`config.mk`:
```
export PLATFORM = sky130hd
export DESIGN_NAME = mem_arbiter
export DESIGN_NICKNAME = d
export VERILOG_FILES = /design/src/rtl/mem_arb_pkg.sv /design/src/rtl/mem_arb_pick.sv /design/src/rtl/mem_arbiter.sv
export SDC_FILE = /design/constraint.sdc
export NUM_CORES = 1
export LEC_CHECK = 0
export ABC_AREA = 1
export BUFFER_PORTS_ARGS = -buffer_cell sky130_fd_sc_hd__buf_4
export CORE_MARGIN = 2
export CORE_UTILIZATION = 25
export CTS_BUF_LIST = sky130_fd_sc_hd__clkbuf_4 sky130_fd_sc_hd__clkbuf_8
export CTS_CLUSTER_DIAMETER = 120
export DETAILED_ROUTE_END_ITERATION = 8
export GPL_ROUTABILITY_DRIVEN = 1
export MAX_ROUTING_LAYER = met4
export PLACE_DENSITY = 0.64
export SYNTH_ARGS = -nofsm -noshare
export SYNTH_HDL_FRONTEND = slang
export SYNTH_SLANG_ARGS = --single-unit
```
`constraint.sdc`:
```
create_clock -name clk -period 4.2 [get_ports clk]
set_input_delay 0.84 -clock clk [delete_from_list [all_inputs] [get_ports clk]]
set_output_delay 0.84 -clock clk [all_outputs]
set_load 0.005 [all_outputs]
```
`src/rtl/mem_arb_pkg.sv`:
```
`default_nettype none
// +----------------------------------------------------------------------------+
// | Module     : mem_arb_pkg                                                   |
// | Description: Shared constants for the two-port data-memory arbiter.        |
// | Revision   : 1.0 - initial release                                         |
// +----------------------------------------------------------------------------+
package mem_arb_pkg;

    localparam int ARB_AW = 16;
    localparam int ARB_DW = 16;

    localparam logic [1:0] ARB_IDLE = 2'd0;
    localparam logic [1:0] ARB_OWN0 = 2'd1;
    localparam logic [1:0] ARB_OWN1 = 2'd2;

    localparam logic PORT_CPU = 1'b0;
    localparam logic PORT_AUX = 1'b1;

endpackage
`default_nettype wire

```
`src/rtl/mem_arb_pick.sv`:
```
`default_nettype none
// +----------------------------------------------------------------------------+
// | Module     : mem_arb_pick                                                  |
// | Description: Combinational winner select for a fresh grant.                |
// |              MEM_ARB_RR_EN: ties go to the port that did not own last;     |
// |              otherwise port 0 wins every tie.                              |
// | Revision   : 1.0 - initial release                                         |
// +----------------------------------------------------------------------------+
module mem_arb_pick
    import mem_arb_pkg::*;
(
    input  logic req0,
    input  logic req1,
    input  logic last_owner,
    output logic win_valid,
    output logic win_port
);

`ifndef MEM_ARB_RR_EN
    logic w_unused_last;
    assign w_unused_last = last_owner;
`endif

    always_comb begin
        win_valid = req0 | req1;
        win_port  = PORT_CPU;
        if (req0 && req1) begin
`ifdef MEM_ARB_RR_EN
            win_port = ~last_owner;
`else
            win_port = PORT_CPU;
`endif
        end else if (req1) begin
            win_port = PORT_AUX;
        end
    end

endmodule
`default_nettype wire

```
`src/rtl/mem_arbiter.sv`:
```
`default_nettype none
// +----------------------------------------------------------------------------+
// | Module     : mem_arbiter                                                   |
// | Description: Burst-limited two-port arbiter in front of the single-port    |
// |              data memory. Optional round-robin ties via MEM_ARB_RR_EN.     |
// | Revision   : 1.0 - initial release                                         |
// +----------------------------------------------------------------------------+
module mem_arbiter
    import mem_arb_pkg::*;
#(
    parameter int AW        = ARB_AW,
    parameter int DW        = ARB_DW,
    parameter int MAX_BURST = 4
)(
    input  logic          clk,
    input  logic          reset,
    input  logic          req0,
    input  logic          req1,
    input  logic          we0,
    input  logic          we1,
    input  logic [AW-1:0] adr0,
    input  logic [AW-1:0] adr1,
    input  logic [DW-1:0] wd0,
    input  logic [DW-1:0] wd1,
    output logic          gnt0,
    output logic          gnt1,
    output logic [DW-1:0] rdata0,
    output logic [DW-1:0] rdata1,
    output logic          rvalid0,
    output logic          rvalid1,
    output logic          mem_we,
    output logic [AW-1:0] mem_adr,
    output logic [DW-1:0] mem_wd,
    input  logic [DW-1:0] mem_rd
);

    localparam int                   c_burst_w   = $clog2(MAX_BURST + 1);
    localparam logic [c_burst_w-1:0] c_burst_max = c_burst_w'(MAX_BURST);
    localparam logic [c_burst_w-1:0] c_burst_lim = c_burst_w'(MAX_BURST - 1);

    logic [1:0]           r_state;
    logic [1:0]           w_state_nxt;
    logic                 r_last;
    logic [c_burst_w-1:0] r_burst;
    logic                 r_rvalid0;
    logic                 r_rvalid1;
    logic [DW-1:0]        r_rdata0;
    logic [DW-1:0]        r_rdata1;
    logic                 w_xfer0;
    logic                 w_xfer1;
    logic                 w_xfer;
    logic                 w_limit;
    logic                 w_win_valid;
    logic                 w_win_port;
    logic                 w_we_raw;

    mem_arb_pick u_pick (
        .req0       (req0),
        .req1       (req1),
        .last_owner (r_last),
        .win_valid  (w_win_valid),
        .win_port   (w_win_port)
    );

    assign gnt0    = (r_state == ARB_OWN0);
    assign gnt1    = (r_state == ARB_OWN1);
    assign w_xfer0 = gnt0 & req0;
    assign w_xfer1 = gnt1 & req1;
    assign w_xfer  = w_xfer0 | w_xfer1;
    // Limit counts the transfer happening this cycle, so the owner gets exactly MAX_BURST beats.
    assign w_limit = w_xfer && (r_burst >= c_burst_lim);

    always_comb begin
        w_state_nxt = r_state;
        case (r_state)
            ARB_IDLE: begin
                if (w_win_valid)
                    w_state_nxt = (w_win_port == PORT_AUX) ? ARB_OWN1 : ARB_OWN0;
            end
            ARB_OWN0: begin
                if (!req0)
                    w_state_nxt = req1 ? ARB_OWN1 : ARB_IDLE;
                else if (w_limit && req1)
                    w_state_nxt = ARB_OWN1;
            end
            ARB_OWN1: begin
                if (!req1)
                    w_state_nxt = req0 ? ARB_OWN0 : ARB_IDLE;
                else if (w_limit && req0)
                    w_state_nxt = ARB_OWN0;
            end
            default: w_state_nxt = ARB_IDLE;
        endcase
    end

    always_ff @(posedge clk or posedge reset) begin
        if (reset) begin
            r_state <= ARB_IDLE;
            r_last  <= PORT_AUX;
            r_burst <= '0;
        end else begin
            r_state <= w_state_nxt;
            if (w_state_nxt != r_state) begin
                r_burst <= '0;
                if (w_state_nxt == ARB_OWN0)
                    r_last <= PORT_CPU;
                else if (w_state_nxt == ARB_OWN1)
                    r_last <= PORT_AUX;
            end else if (w_xfer && (r_burst != c_burst_max)) begin
                r_burst <= r_burst + c_burst_w'(1);
            end
        end
    end

    always_ff @(posedge clk or posedge reset) begin
        if (reset) begin
            r_rvalid0 <= 1'b0;
            r_rvalid1 <= 1'b0;
            r_rdata0  <= '0;
            r_rdata1  <= '0;
        end else begin
            r_rvalid0 <= w_xfer0 & ~we0;
            r_rvalid1 <= w_xfer1 & ~we1;
            if (w_xfer0 && !we0)
                r_rdata0 <= mem_rd;
            if (w_xfer1 && !we1)
                r_rdata1 <= mem_rd;
        end
    end

    assign rvalid0 = r_rvalid0;
    assign rvalid1 = r_rvalid1;
    assign rdata0  = r_rdata0;
    assign rdata1  = r_rdata1;

    always_comb begin
        mem_adr  = '0;
        mem_wd   = '0;
        w_we_raw = 1'b0;
        case (r_state)
            ARB_OWN0: begin
                mem_adr  = adr0;
                mem_wd   = wd0;
                w_we_raw = we0 & req0;
            end
            ARB_OWN1: begin
                mem_adr  = adr1;
                mem_wd   = wd1;
                w_we_raw = we1 & req1;
            end
            default: begin
                mem_adr  = '0;
                mem_wd   = '0;
                w_we_raw = 1'b0;
            end
        endcase
    end

    // Reset kills an in-flight write within the same cycle, before the edge.
    assign mem_we = w_we_raw & ~reset;

endmodule
`default_nettype wire

```
==> results.py, run 1 <==
metrics = {
    "clock_tree": {
        "clk_path_buf_depth": 2,
        "path_clk_slew_ps": 80,
        "cts_tree": "yes",
        "cts_resized": 0,
        "clock_buffers_created_by_tritoncts": 5,
        "cts_setup_buffers": 0,
        "cts.htree.levels": 2,
        "cts_num_sinks": 39,
        "clockRootBuffer": "sky130_fd_sc_hd__clkbuf_8",
        "cts.hold.buffers_added": 0,
        "worst_skew_pair.late_latency_ps": 280,
    },
    "synthesis": {
        "yosys-top-cells-area": "sky130_fd_sc_hd__dfrtp_1 45%, sky130_fd_sc_hd__nand2_1 19%, sky130_fd_sc_hd__a21oi_1 8.0%",
        "synthesis.yosys.warnings": 0,
        "synth-seq-cells": 39,
        "synth_area_leader_cell": "sky130_fd_sc_hd__dfrtp_1",
        "mappedNetlistNets": 397,
        "netlist.area_leader.share_pct": 44.6,
        "postSynthAreaPerCell_um2": 7.19,
        "post_synth_inst_count": 304,
        "part_of_the_yosys_area_used_for_sequential_elements_pct": 44.6,
        "synth.lib_cells_used.distinct": 19,
        "mappedNetlistArea_mm2": 0.00219,
    },
    "power": {
        "leakage_nw": 1.86,
        "worst_ir_drop_vdd_v": 0.000330,
        "power-per-cell-area_mw_per_mm2": 584,
        "internal-power_w": 0.00125,
        "clkPwrFrac_pct": 14.6,
        "share_comb_of_total_power_pct": 54.8,
        "switchingPower_w": 0.000809,
        "pwr-share-seq_pct": 30.6,
        "switching_share_pct": 39.2,
    },
    "sta": {
        "tns_ps": 0,
        "finalClockSkew_ps": 8.20,
        "final_period_minus_worst_setup_slack_ps": 3040,
        "timing.final.max_slew_violations": 0,
        "max_slew.worst_pin.slew_ps": 947,
        "setup_violations": 0,
        "rsz0062_at_grt": "false",
        "final_min_period_over_clock_period_pct": 72.4,
        "fin_hold_ws_ps": 488,
        "report.final.hold_viol_count": 0,
        "max_clk_rate_ghz": 0.329,
        "worst_relative_slew_slack_pct": 36.8,
    },
    "routing": {
        "drt_drc_violations_left": 0,
        "avgRoutedWirePerCell_um": 12.2,
        "detail_route.iter0.violations": 33,
        "via_per_inst": 4.44,
        "drt-total-wl_um": 6840,
        "vias_after_detailed_routing": 2480,
        "drt_pass_1_iters": 4,
        "route.antenna.remaining_nets": 0,
    },
    "grt": {
        "first_global_vias": 2405,
        "wire_length_of_the_first_global_routing_pass_um": 11100,
        "antenna_found_initial": 0,
        "grt_max_degree": 40,
        "grt-ovfl-total": 0,
        "gr-usage-all-layers_pct": 14.3,
    },
    "job": {
        "max-cap-violations": 0,
    },
    "critical_path": {
        "worstPathRequired_ps": 3360,
        "timing.critical_path.to_type": "output pin",
        "regToRegSetupSlack_ps": 1930,
        "cp-start-kind": "flop",
        "criticalPathCategory": "flop to output pin",
        "crit-reg2reg-capture": "r_burst[0]$_DFFE_PP0P_",
        "worstReg2RegStart": "r_state[0]$_DFF_PP0_",
        "critPathMaxFanout": 33,
        "r2r.worst_path.cells": 12,
        "timing.critical_path.arrival_ps": 2200,
    },
    "min_path": {
        "worst_hold_startpoint": "rdata0[0]$_DFFE_PP0P_",
        "hp-class": "flop to flop",
        "hold-path-endpoint": "rdata0[0]$_DFFE_PP0P_",
        "whs_path_depth": 2,
    },
    "floorplan": {
        "std_cell_rows": 34,
        "design.die.area_mm2": 0.00951,
        "design.portCount": 155,
        "initial_standard_cell_utilization_of_the_core_pct": 25.4,
        "core-area_mm2": 0.00859,
        "die_height_um": 97.5,
        "horiz_die_dim_um": 97.5,
    },
    "placed_design": {
        "place.detailed.instances": 552,
        "port_buffers": 154,
        "gp_congestion": 0.904,
        "detailed_place_hpwl_um": 5270,
    },
    "layout": {
        "fin_cells": 559,
        "n_fill_cell": 873,
        "final_layout_size_suffix_gt1_share_pct": 37.7,
        "area_growth_pct": 61.4,
        "antenna-diode-count": 0,
        "finish.net_count": 544,
    },
    "status": {
        "outcome": "finished clean",
    },
}
-- cell families after synthesis --
logic type	Yosys count	share of synthesized area, %
buffers and inverters	50	9.27
adder cells (fa/ha/maj)	7	4.01
XOR/XNOR	1	0.401
multiplexers	1	0.515
AND/OR/NAND/NOR	134	24.3
AO/OA/AOI/OAI	72	16.9
flip-flops	39	44.6
-- through the flow --
step / total power, W / utilization [%] / area, um^2 / setup slack, ps
final: 0.00206 / 41.0 / 3530 / 1160
after global routing: 0.00226 / 41.0 / 3530 / 957
after CTS: 0.00209 / 41.0 / 3530 / 1150
after detailed placement: 0.00178 / 39.8 / 3420 / 1480
after global placement: 0.00176 / 39.8 / 3420 / 1530
after floorplan: 0.00120 / - / 2190 / 2010
-- cells in the final DEF, fill, tap and decap left out, drive strengths merged --
cell type  synthesis  layout
buf                5     157
nand2            116     116
a21boi             1       1
clkinvlp           0       1
a21oi             36      36
nand3              8       8
inv               33      33
xor2               1       1
mux2               1       1
ha                 7       7
bufinv             0       1
clkbuf            12       5
nor2              10      10
a211oi             1       1
o21ai             34      34
dfrtp             39      39
-- synth_stat cells --
cell type                  number
sky130_fd_sc_hd__buf_6          2
sky130_fd_sc_hd__a21oi_2        1
sky130_fd_sc_hd__mux2_2         1
sky130_fd_sc_hd__clkbuf_1      12
sky130_fd_sc_hd__xor2_1         1
sky130_fd_sc_hd__nor2_1        10
sky130_fd_sc_hd__a21boi_0       1
sky130_fd_sc_hd__nand2_2        2
sky130_fd_sc_hd__nand2_4        1
sky130_fd_sc_hd__nand3_1        7
sky130_fd_sc_hd__ha_1           7
sky130_fd_sc_hd__o21ai_0       34
sky130_fd_sc_hd__a211oi_1       1
sky130_fd_sc_hd__nand2_1      113
sky130_fd_sc_hd__buf_1          3
sky130_fd_sc_hd__inv_1         33
sky130_fd_sc_hd__a21oi_1       35
sky130_fd_sc_hd__dfrtp_1       39
sky130_fd_sc_hd__nand3_2        1
-- area by class of cell --
cell class / count / area (um^2) / share of cell area (%)
clock buffers: 5 / 68.8 / 1.95
clock inverters: 2 / 37.5 / 1.06
inverters: 33 / 124 / 3.51
multi-input cells: 215 / 1010 / 28.6
flip-flops and latches: 39 / 976 / 27.7
well taps: 108 / 135 / 3.83
repair buffers: 157 / 1180 / 33.4
-- sequential cells by signal, indices dropped and copies added (netlist names) --
name,cells
rdata0,16
rdata1,16
r_burst,3
r_state,2
rvalid0,1
rvalid1,1
-- critical path: stages, from the launching register on --
cell	delay, ps
sky130_fd_sc_hd__dfrtp_1	470
sky130_fd_sc_hd__inv_1	120
sky130_fd_sc_hd__ha_1	280
sky130_fd_sc_hd__inv_1	690
sky130_fd_sc_hd__a211oi_1	160
sky130_fd_sc_hd__buf_4	200
-- worst max-delay path by stage --
| stage | cells after the start | to | startpoint | slack, ps |
|---|---|---|---|---|
| 6_report | 5 | mem_we | r_state[1]$_DFF_PP0_ | 1160 |
| 3_3_place_gp | 5 | mem_adr[9] | r_state[1]$_DFF_PP0_ | 1530 |
| 3_5_place_dp | 5 | mem_we | r_state[1]$_DFF_PP0_ | 1480 |
| 2_1_floorplan | 6 | mem_adr[12] | r_state[1]$_DFF_PP0_ | 2010 |
| 5_1_grt | 5 | mem_adr[9] | r_state[1]$_DFF_PP0_ | 960 |
| 4_1_cts | 5 | mem_we | r_state[1]$_DFF_PP0_ | 1150 |
-- power by group through the flow --
stage / registers, W / logic [W] / clock network [W]
after floorplan: 0.000632 / 0.000568 / 0
after global placement: 0.000630 / 0.00113 / 0
after detailed placement: 0.000631 / 0.00115 / 0
after CTS: 0.000632 / 0.00115 / 0.000313
after global routing: 0.000657 / 0.00127 / 0.000329
final: 0.000630 / 0.00113 / 0.000301
-- per-layer routing --
metal	routed length (um)	global-route usage (%)	vias up
li1	-	-	1242
met1	2890	17.3	1103
met2	3150	23.3	127
met3	706	4.53	8
met4	94	3.31	0
met5	0	-	-
No activity file was read; power rests on OpenSTA's default activity.
==> run 2, diff against run 1 <==
- clock period: 4.2 -> 3 ns (I/O delays scaled with it)
==> results.py, run 2 (synthesis gave the netlist of run 1 again) <==
metrics = {
    "status": {
        "outcome": "finished clean",
    },
    "layout": {
        "finish.net_count": 546,
        "antenna-diode-count": 0,
        "n_fill_cell": 878,
        "final_layout_size_suffix_gt1_share_pct": 38.1,
        "seq_area_um2": 976,
        "commonest_non_fill_non_tap_cell_in_the_layout": "sky130_fd_sc_hd__buf_4",
        "fin_cells": 562,
        "multiInputGateArea_mm2": 0.00101,
        "area_growth_pct": 63.4,
        "most-common-layout-cells": "159 x sky130_fd_sc_hd__buf_4, 113 x sky130_fd_sc_hd__nand2_1, 39 x sky130_fd_sc_hd__dfrtp_1",
    },
    "clock_tree": {
        "clockRootBuffer": "sky130_fd_sc_hd__clkbuf_8",
        "clk_path_buf_depth": 2,
        "path_clk_slew_ps": 80,
        "cts.htree.levels": 2,
        "cts_resized": 0,
        "clock_buffers_created_by_tritoncts": 5,
        "cts_num_sinks": 39,
        "cts_tree": "yes",
        "cts.hold.buffers_added": 0,
        "worst_skew_pair.late_latency_ps": 290,
        "cts_setup_buffers": 0,
    },
    "job": {
        "max-cap-violations": 0,
    },
    "routing": {
        "route.antenna.remaining_nets": 0,
        "drt-total-wl_um": 6800,
        "vias_after_detailed_routing": 2488,
        "drt_pass_1_iters": 4,
        "avgRoutedWirePerCell_um": 12.1,
        "drt_drc_violations_left": 0,
        "detail_route.iter0.violations": 37,
        "via_per_inst": 4.43,
    },
    "floorplan": {
        "core-area_mm2": 0.00859,
        "die_height_um": 97.5,
        "horiz_die_dim_um": 97.5,
        "design.portCount": 155,
        "design.die.area_mm2": 0.00951,
        "initial_standard_cell_utilization_of_the_core_pct": 25.4,
        "std_cell_rows": 34,
    },
    "grt": {
        "wire_length_of_the_first_global_routing_pass_um": 11200,
        "gr-usage-all-layers_pct": 14.5,
        "first_global_vias": 2350,
        "grt_max_degree": 40,
        "grt-ovfl-total": 0,
        "antenna_found_initial": 0,
    },
    "power": {
        "switching_share_pct": 37.8,
        "leakage_nw": 1.89,
        "pwr-share-seq_pct": 29.3,
        "share_comb_of_total_power_pct": 53.2,
        "total_power_w": 0.00301,
        "switchingPower_w": 0.00114,
        "internal-power_w": 0.00188,
        "power-per-cell-area_mw_per_mm2": 844,
        "clkPwrFrac_pct": 17.5,
        "worst_ir_drop_vdd_v": 0.000565,
    },
    "placed_design": {
        "detailed_place_hpwl_um": 5330,
        "port_buffers": 154,
        "gp_congestion": 0.888,
        "place.detailed.instances": 554,
    },
    "critical_path": {
        "criticalPathCategory": "flop to output pin",
        "timing.critical_path.arrival_ps": 2060,
        "timing.critical_path.to_type": "output pin",
        "cp-start-kind": "flop",
        "worstPathRequired_ps": 2400,
        "critPathMaxFanout": 28,
        "regToRegSetupSlack_ps": 910,
    },
    "sta": {
        "finalClockSkew_ps": 3.76,
        "tns_ps": 0,
        "worst_relative_slew_slack_pct": 42.9,
        "report.final.hold_viol_count": 0,
        "final_min_period_over_clock_period_pct": 88.8,
        "final_period_minus_worst_setup_slack_ps": 2660,
        "rsz0062_at_grt": "false",
        "setup_violations": 0,
        "max_clk_rate_ghz": 0.375,
        "timing.final.max_slew_violations": 0,
        "max_slew.worst_pin.slew_ps": 856,
    },
    "min_path": {
        "hp-class": "primary input to async pin",
    },
}
[run 2: changes by cell type in the layout (fill, tap and decap cells not counted), sizes merged]
cell and delta:
clkinvlp -1, buf +2, clkbuf +1, bufinv +1
[run 2: worst max-delay path, cell delays in order (launching register included)]
cell and delay, ps:
sky130_fd_sc_hd__dfrtp_1 460, sky130_fd_sc_hd__inv_1 130, sky130_fd_sc_hd__ha_1 370, sky130_fd_sc_hd__buf_4 350
sky130_fd_sc_hd__nand2_1 80, sky130_fd_sc_hd__a21oi_1 230, sky130_fd_sc_hd__buf_4 150
[run 2: final timing paths]
check,to,start,depth (start not counted)
hold / removal,rdata1[4]$_DFFE_PP0P_,reset,3
min in group clk,rvalid0$_DFF_PP0_,we0,2
setup reg to reg,rdata1[14]$_DFFE_PP0P_,r_state[0]$_DFF_PP0_,7
setup / recovery,mem_adr[10],r_state[1]$_DFF_PP0_,6
hold reg to reg,rdata0[11]$_DFFE_PP0P_,rdata0[11]$_DFFE_PP0P_,2
max in group asynchronous,rdata1[14]$_DFFE_PP0P_,reset,3
[run 2: cell type report]
class / count / area share (%)
repair buffers: 159 / 33.4
multi-input cells: 215 / 28.2
flip-flops and latches: 39 / 27.3
well taps: 108 / 3.78
inverters: 33 / 3.47
clock buffers: 6 / 2.14
clock inverters: 2 / 1.68
[run 2: through the flow]
step	instance area [um^2]	hold slack, ps	setup WS [ps]	util, %
after detailed placement	3440	481	650	40.0
after global placement	3440	470	716	40.0
final	3570	432	337	41.6
after global routing	3570	460	147	41.6
after floorplan	2190	476	1050	-
after CTS	3570	441	325	41.6
[run 2: power by group through the flow]
| stage | combinational [W] | sequential, W | clock, W |
|---|---|---|---|
| 2_1_floorplan | 0.000795 | 0.000885 | 0 |
| 3_3_place_gp | 0.00160 | 0.000884 | 0 |
| 3_5_place_dp | 0.00163 | 0.000885 | 0 |
| 4_1_cts | 0.00163 | 0.000884 | 0.000539 |
| 5_1_grt | 0.00182 | 0.000915 | 0.000561 |
| 6_report | 0.00160 | 0.000883 | 0.000526 |
[run 2: metal layers]
metal | vias up | GRT usage (%) | part of all wire, %
met5 | - | - | 0
met4 | 0 | 3.21 | 0.72
met3 | 6 | 4.53 | 11
met2 | 126 | 23.6 | 47
met1 | 1105 | 17.7 | 42
li1 | 1251 | - | -
